`src/rtl/cordic_line_issue.sv`:
```
// Operand FIFO and issue stage feeding a linear-mode CORDIC core (divide/multiply).
// Ports: clk, rst_n, in_valid/in_ready/in_mode/in_x/in_y in; en/a/b/c core drive;
// done completion strobe; inflight count, busy, range_err.
// Optional divide range check enabled by macro CORDIC_RANGE_CHECK_EN.
module cordic_line_issue #(
  parameter int DEPTH        = 4,
  parameter int MAX_INFLIGHT = 16
) (
  input  logic        clk,
  input  logic        rst_n,
  input  logic        in_valid,
  output logic        in_ready,
  input  logic        in_mode,
  input  logic [15:0] in_x,
  input  logic [15:0] in_y,
  output logic        en,
  output logic [15:0] a,
  output logic [15:0] b,
  output logic [15:0] c,
  input  logic        done,
  output logic [4:0]  inflight,
  output logic        busy,
  output logic        range_err
);

  localparam int AW = $clog2(DEPTH);

  typedef struct packed {
    logic        mode;
    logic [15:0] x;
    logic [15:0] y;
  } ent_t;

  ent_t        mem [DEPTH];
  logic [AW:0] wptr;
  logic [AW:0] rptr;
  ent_t        head;
  logic        full;
  logic        empty;
  logic        room;
  logic        drop;
  logic        push;
  logic        pop;
  logic        issue;
  logic        dec;

  // Extra MSB tells a full ring from an empty one.
  assign empty = (wptr == rptr);
  assign full  = (wptr[AW] != rptr[AW]) &&
                 (wptr[AW-1:0] == rptr[AW-1:0]);
  assign head  = mem[rptr[AW-1:0]];
  assign room  = (inflight < 5'(MAX_INFLIGHT));

`ifdef CORDIC_RANGE_CHECK_EN
  // 17-bit magnitude so that -32768 maps to +32768.
  function automatic logic [16:0] mag(input logic [15:0] v);
    mag = v[15] ? (17'd0 - {1'b1, v}) : {1'b0, v};
  endfunction

  assign drop = !empty && !head.mode &&
                (mag(head.y) >= mag(head.x));
`else
  assign drop = 1'b0;
`endif

  // A dropped entry never reaches the core, so it needs no credit.
  assign in_ready = !full;
  assign push     = in_valid && !full;
  assign pop      = !empty && (room || drop);
  assign issue    = pop && !drop;
  assign dec      = done && (inflight != 5'd0);
  assign busy     = !empty || (inflight != 5'd0);

  always_ff @(posedge clk) begin
    if (push) begin
      mem[wptr[AW-1:0]] <= '{in_mode, in_x, in_y};
    end
  end

  always_ff @(posedge clk or negedge rst_n) begin
    if (!rst_n) begin
      wptr     <= '0;
      rptr     <= '0;
      en       <= 1'b0;
      a        <= '0;
      b        <= '0;
      c        <= '0;
      inflight <= '0;
    end else begin
      if (push) wptr <= wptr + 1'b1;
      if (pop)  rptr <= rptr + 1'b1;
      en <= issue;
      if (issue) begin
        a <= head.x;
        b <= head.mode ? 16'd0 : head.y;
        c <= head.mode ? head.y : 16'd0;
      end
      inflight <= inflight + 5'(issue) - 5'(dec);
    end
  end

`ifdef CORDIC_RANGE_CHECK_EN
  always_ff @(posedge clk or negedge rst_n) begin
    if (!rst_n) range_err <= 1'b0;
    else        range_err <= drop;
  end
`else
  assign range_err = 1'b0;
`endif

endmodule

```
`config.mk`:
```
export PLATFORM = sky130hd
export DESIGN_NAME = cordic_line_issue
export DESIGN_NICKNAME = d
export VERILOG_FILES = /design/src/rtl/cordic_line_issue.sv
export SDC_FILE = /design/constraint.sdc
export NUM_CORES = 1
export LEC_CHECK = 0
export ABC_AREA = 1
export CAP_MARGIN = 20
export CELL_PAD_IN_SITES_DETAIL_PLACEMENT = 1
export CELL_PAD_IN_SITES_GLOBAL_PLACEMENT = 2
export CORE_ASPECT_RATIO = 1.5
export CORE_MARGIN = 1.5
export CORE_UTILIZATION = 36
export CTS_BUF_LIST = sky130_fd_sc_hd__clkbuf_8 sky130_fd_sc_hd__clkbuf_16
export DETAILED_ROUTE_END_ITERATION = 8
export GPL_TIMING_DRIVEN = 0
export PLACE_DENSITY_LB_ADDON = 0.12
export SYNTH_ARGS = -nofsm -noshare
export SYNTH_HDL_FRONTEND = slang
export SYNTH_SLANG_ARGS = --single-unit
```
`constraint.sdc`:
```
create_clock -name clk -period 4.15 [get_ports clk]
set_clock_uncertainty 0.15 [all_clocks]
set_input_delay 0.83 -clock clk [delete_from_list [all_inputs] [get_ports clk]]
set_output_delay 0.83 -clock clk [all_outputs]
set_load 0.03 [all_outputs]
```
==> flow_summary_export.csv, run 1 <==
group,metric,value,unit
clock_tree,root_buffer,"clkbuf_16",
finish,n_fill_cell,2288,
pwr,leakagePower,4.01,nW
grt,grt_pass1_vias,5769,
synth,yosysSeqAreaShare,0.708,
critical_path,end_kind,"output pin",
critical_path,crit_path_start_kind,"flop",
critical_path,cp.depth,7,
placed_design,place_area,9080,sq um
critical_path,crit_family,"buffers and inverters",
synth,yosysUniqueCellTypes,24,
finish,antenna_cells,0,
critical_path,regToRegStartpoint,"rptr[1]",
routing,drtPass1Iterations,4,
placed_design,pre_cts_ws,1110,ps
timing,worst_slew_pin_slew,816,ps
synth,syn-num-nets,753,
floorplan,ios,94,
worst_hold_path,hold_end,"b[14]",
timing,final.period_utilization,0.776,
clock_tree,clk_pin_slew,60,ps
timing,setup-violations-final,0,
critical_path,worstPathRequired,3170,ps
timing,slew_violations,0,
floorplan,coreArea,21100,sq um
clock_tree,worstSkewPairLatency,420,ps
critical_path,crit_fanout,10,
synth,syn_area_per_cell,11.0,sq um
critical_path,critPathBufInv,3,
critical_path,cp_slowest_cell,"clkdlybuf4s50_1",
finish,final_core_utilization,0.459,
grt,grt_usage,0.187,
clock_tree,htreeDepth,4,
timing,hold_viol_final,0,
finish,final_area,9660,sq um
routing,vias,5239,
floorplan,row_count,65,
placed_design,gp_congestion,0.742,
pwr,powerDensity,831,nW/um^2
clock_tree,cts_resized,0,
grt,grt_antenna_before_repair,0,
grt,grt_overflow_total,0,
synth,ys_seq_elements,192,
grt,grt_max_degree,61,
routing,drt_wl_total,19500,um
clock_tree,cts.sinks,192,
clock_tree,cts_buffer_depth,2,
floorplan,fp.dieW,123,um
grt,grt_pass1_wl,31100,um
routing,routed_via_density,4.76,
floorplan,fp.dieArea,22300,sq um
finish,fin_cells,1100,
timing,min_period,3220,ps
critical_path,cpMostUsedCell,"nand2_1",
floorplan,die_height,182,um
finish,fin_nets,868,
critical_path,r2r_end,"inflight[4]",
worst_hold_path,hp-class,"flop to flop",
routing,wl_per_cell,17.7,um
clock_tree,postCtsSetupRepairBufs,0,
placed_design,dp_hpwl,13900,um
worst_hold_path,holdPathStages,2,
routing,drt_iter0_drc,167,
critical_path,cp.arrival,2240,ps
routing,drcViolationCount,0,
pwr,ir_drop,0.000345,V
clock_tree,ctsHoldBuffers,0,
clock_tree,cts_buffers,17,
critical_path,rrSetupSlack,1150,ps
timing,max_slew_margin,0.456,
flow_run,drv_cap,0,
placed_design,dp.cells,1068,
timing,timing.fmax,310,MHz
finish,syn2layout_area_growth,25.2,%
run_status,outcome,"finished clean",
finish,drive_above_1_share,0.0853,
synth,syn_inst,704,
placed_design,port_buffers,92,
timing,fin_ws,928,ps
floorplan,initial_utilization,0.366,
critical_path,criticalPathCategory,"flop to output pin",
synth,syn-cell-area,7720,sq um
clock_tree,cts_tree,"done",
worst_hold_path,hold_path_startpoint,"b[14]",
critical_path,cp_cell_sequence,"buf_4 > inv_4 > nand2_1 > nand2_1 > nand3_2 > or2_2 > clkdlybuf4s50_1",
critical_path,slowest_delay,590,ps
routing,drtAntennaViolNets,0,
synth,yosysWarnings,0,
timing,grt_setup_unrepaired,"no",
finish,seq_area,5470,sq um
critical_path,r2r_cells,15,
finish,multi_input_comb_area,2030,sq um
## synthesized netlist by cell type (all sizes together)
master	number	area (sq um)
xor2	3	26.3
ha	11	138
buf	29	164
o21ai	18	90.1
fa	1	20.0
clkbuf	5	18.8
nor2	38	143
nand3	74	375
inv	17	66.3
xnor2	3	26.3
and2	1	6.26
edfxtp	132	3960
a21oi	2	10.0
dfrtp	60	1500
or2	1	6.26
nand2	308	1160
conb	1	3.75
## layout make-up
class                      instances  share of cell area
inverter                          17             0.00686
timing repair buffer              96               0.104
sequential                       192               0.566
clock buffer                      18              0.0454
buffer                            34              0.0189
tap                              268              0.0347
clock inverter                    14              0.0149
multi-input combinational        461               0.210
## report_power, final
group / internal (mW) / total (mW) / switching [mW] / leakage [nW]
Combinational: 1.20 / 3.57 / 2.37 / 1.77
Clock: 0.903 / 1.60 / 0.698 / 0.279
Sequential: 2.63 / 2.86 / 0.232 / 1.96
Total: 4.74 / 8.04 / 3.30 / 4.01
## cell families (layout without fill, tap and decap cells)
logic type      after synthesis  after routing  share of synthesized area
flops                       192            192                      0.708
compound gates               20             20                     0.0130
other cells                   1              1                   0.000486
simple gates                422            422                      0.219
fa+ha+maj                    12             12                     0.0204
xor+xnor                      6              6                    0.00681
buf+inv                      51            179                     0.0323
## tightest hold or removal path, cell delays in order, from the launching register on
cell,delay [ps]
dfrtp_1,340
nand2_1,50
nand2_1,50
## registers in the layout (all words and copies together) (netlist names)
signal / cells
wptr: 3
inflight: 5
rptr: 3
a: 16
c: 16
mem: 132
b: 16
en: 1
## cells in the final DEF, fill, tap and decap left out, drive strengths merged
cell / instances
and2: 1
clkinv: 3
or2: 1
ha: 11
inv: 21
edfxtp: 132
conb: 1
nand3: 74
clkdlybuf4s50: 91
fa: 1
xnor2: 3
dfrtp: 60
nand2: 308
a21oi: 2
nor2: 38
buf: 34
clkbuf: 23
clkinvlp: 5
o21ai: 18
bufinv: 2
xor2: 3
## routing by layer
layer,share of wire,global-route usage
met4,0.010,0.0470
met5,0,0
met3,0.027,0.0347
met2,0.56,0.352
met1,0.41,0.214
## worst max-delay path by stage
stage / start / end / slack, ps
4_1_cts: rptr[1] / busy / 880
2_1_floorplan: rptr[1] / mem[0][0] / 960
3_5_place_dp: done / inflight[4] / 1110
6_report: rptr[1] / busy / 930
3_3_place_gp: in_valid / mem[2][11] / -720
5_1_grt: rptr[1] / busy / 820
## per-stage QoR
stage	power (mW)	hold WS, ps	TNS [ps]
finish	8.04	327	0
global route	8.63	345	0
CTS	8.20	335	0
detailed placement	6.57	317	0
global placement	6.37	314	-68830
floorplan	5.09	362	0
Power figures use the tool's default switching activity.
==> inputs of run 2 (changes only) <==
clock period = 3.4 ns   (was 4.15 ns; I/O delays follow)
==> results of run 2 <==
Same layout as run 1 (identical final DEF). Status: finished clean.
Among the figures that moved: setup slack after placement 1110 ps -> 363 ps; clock-pin slew on the worst setup and hold paths 60 ps -> 70 ps; setup slack after layout 928 ps -> 328 ps; hold slack 327 ps -> 198 ps; register-to-register setup slack 1150 ps -> 400 ps; total power 8.04 mW -> 9.81 mW; worst IR drop on VDD 0.000345 V -> 0.000422 V
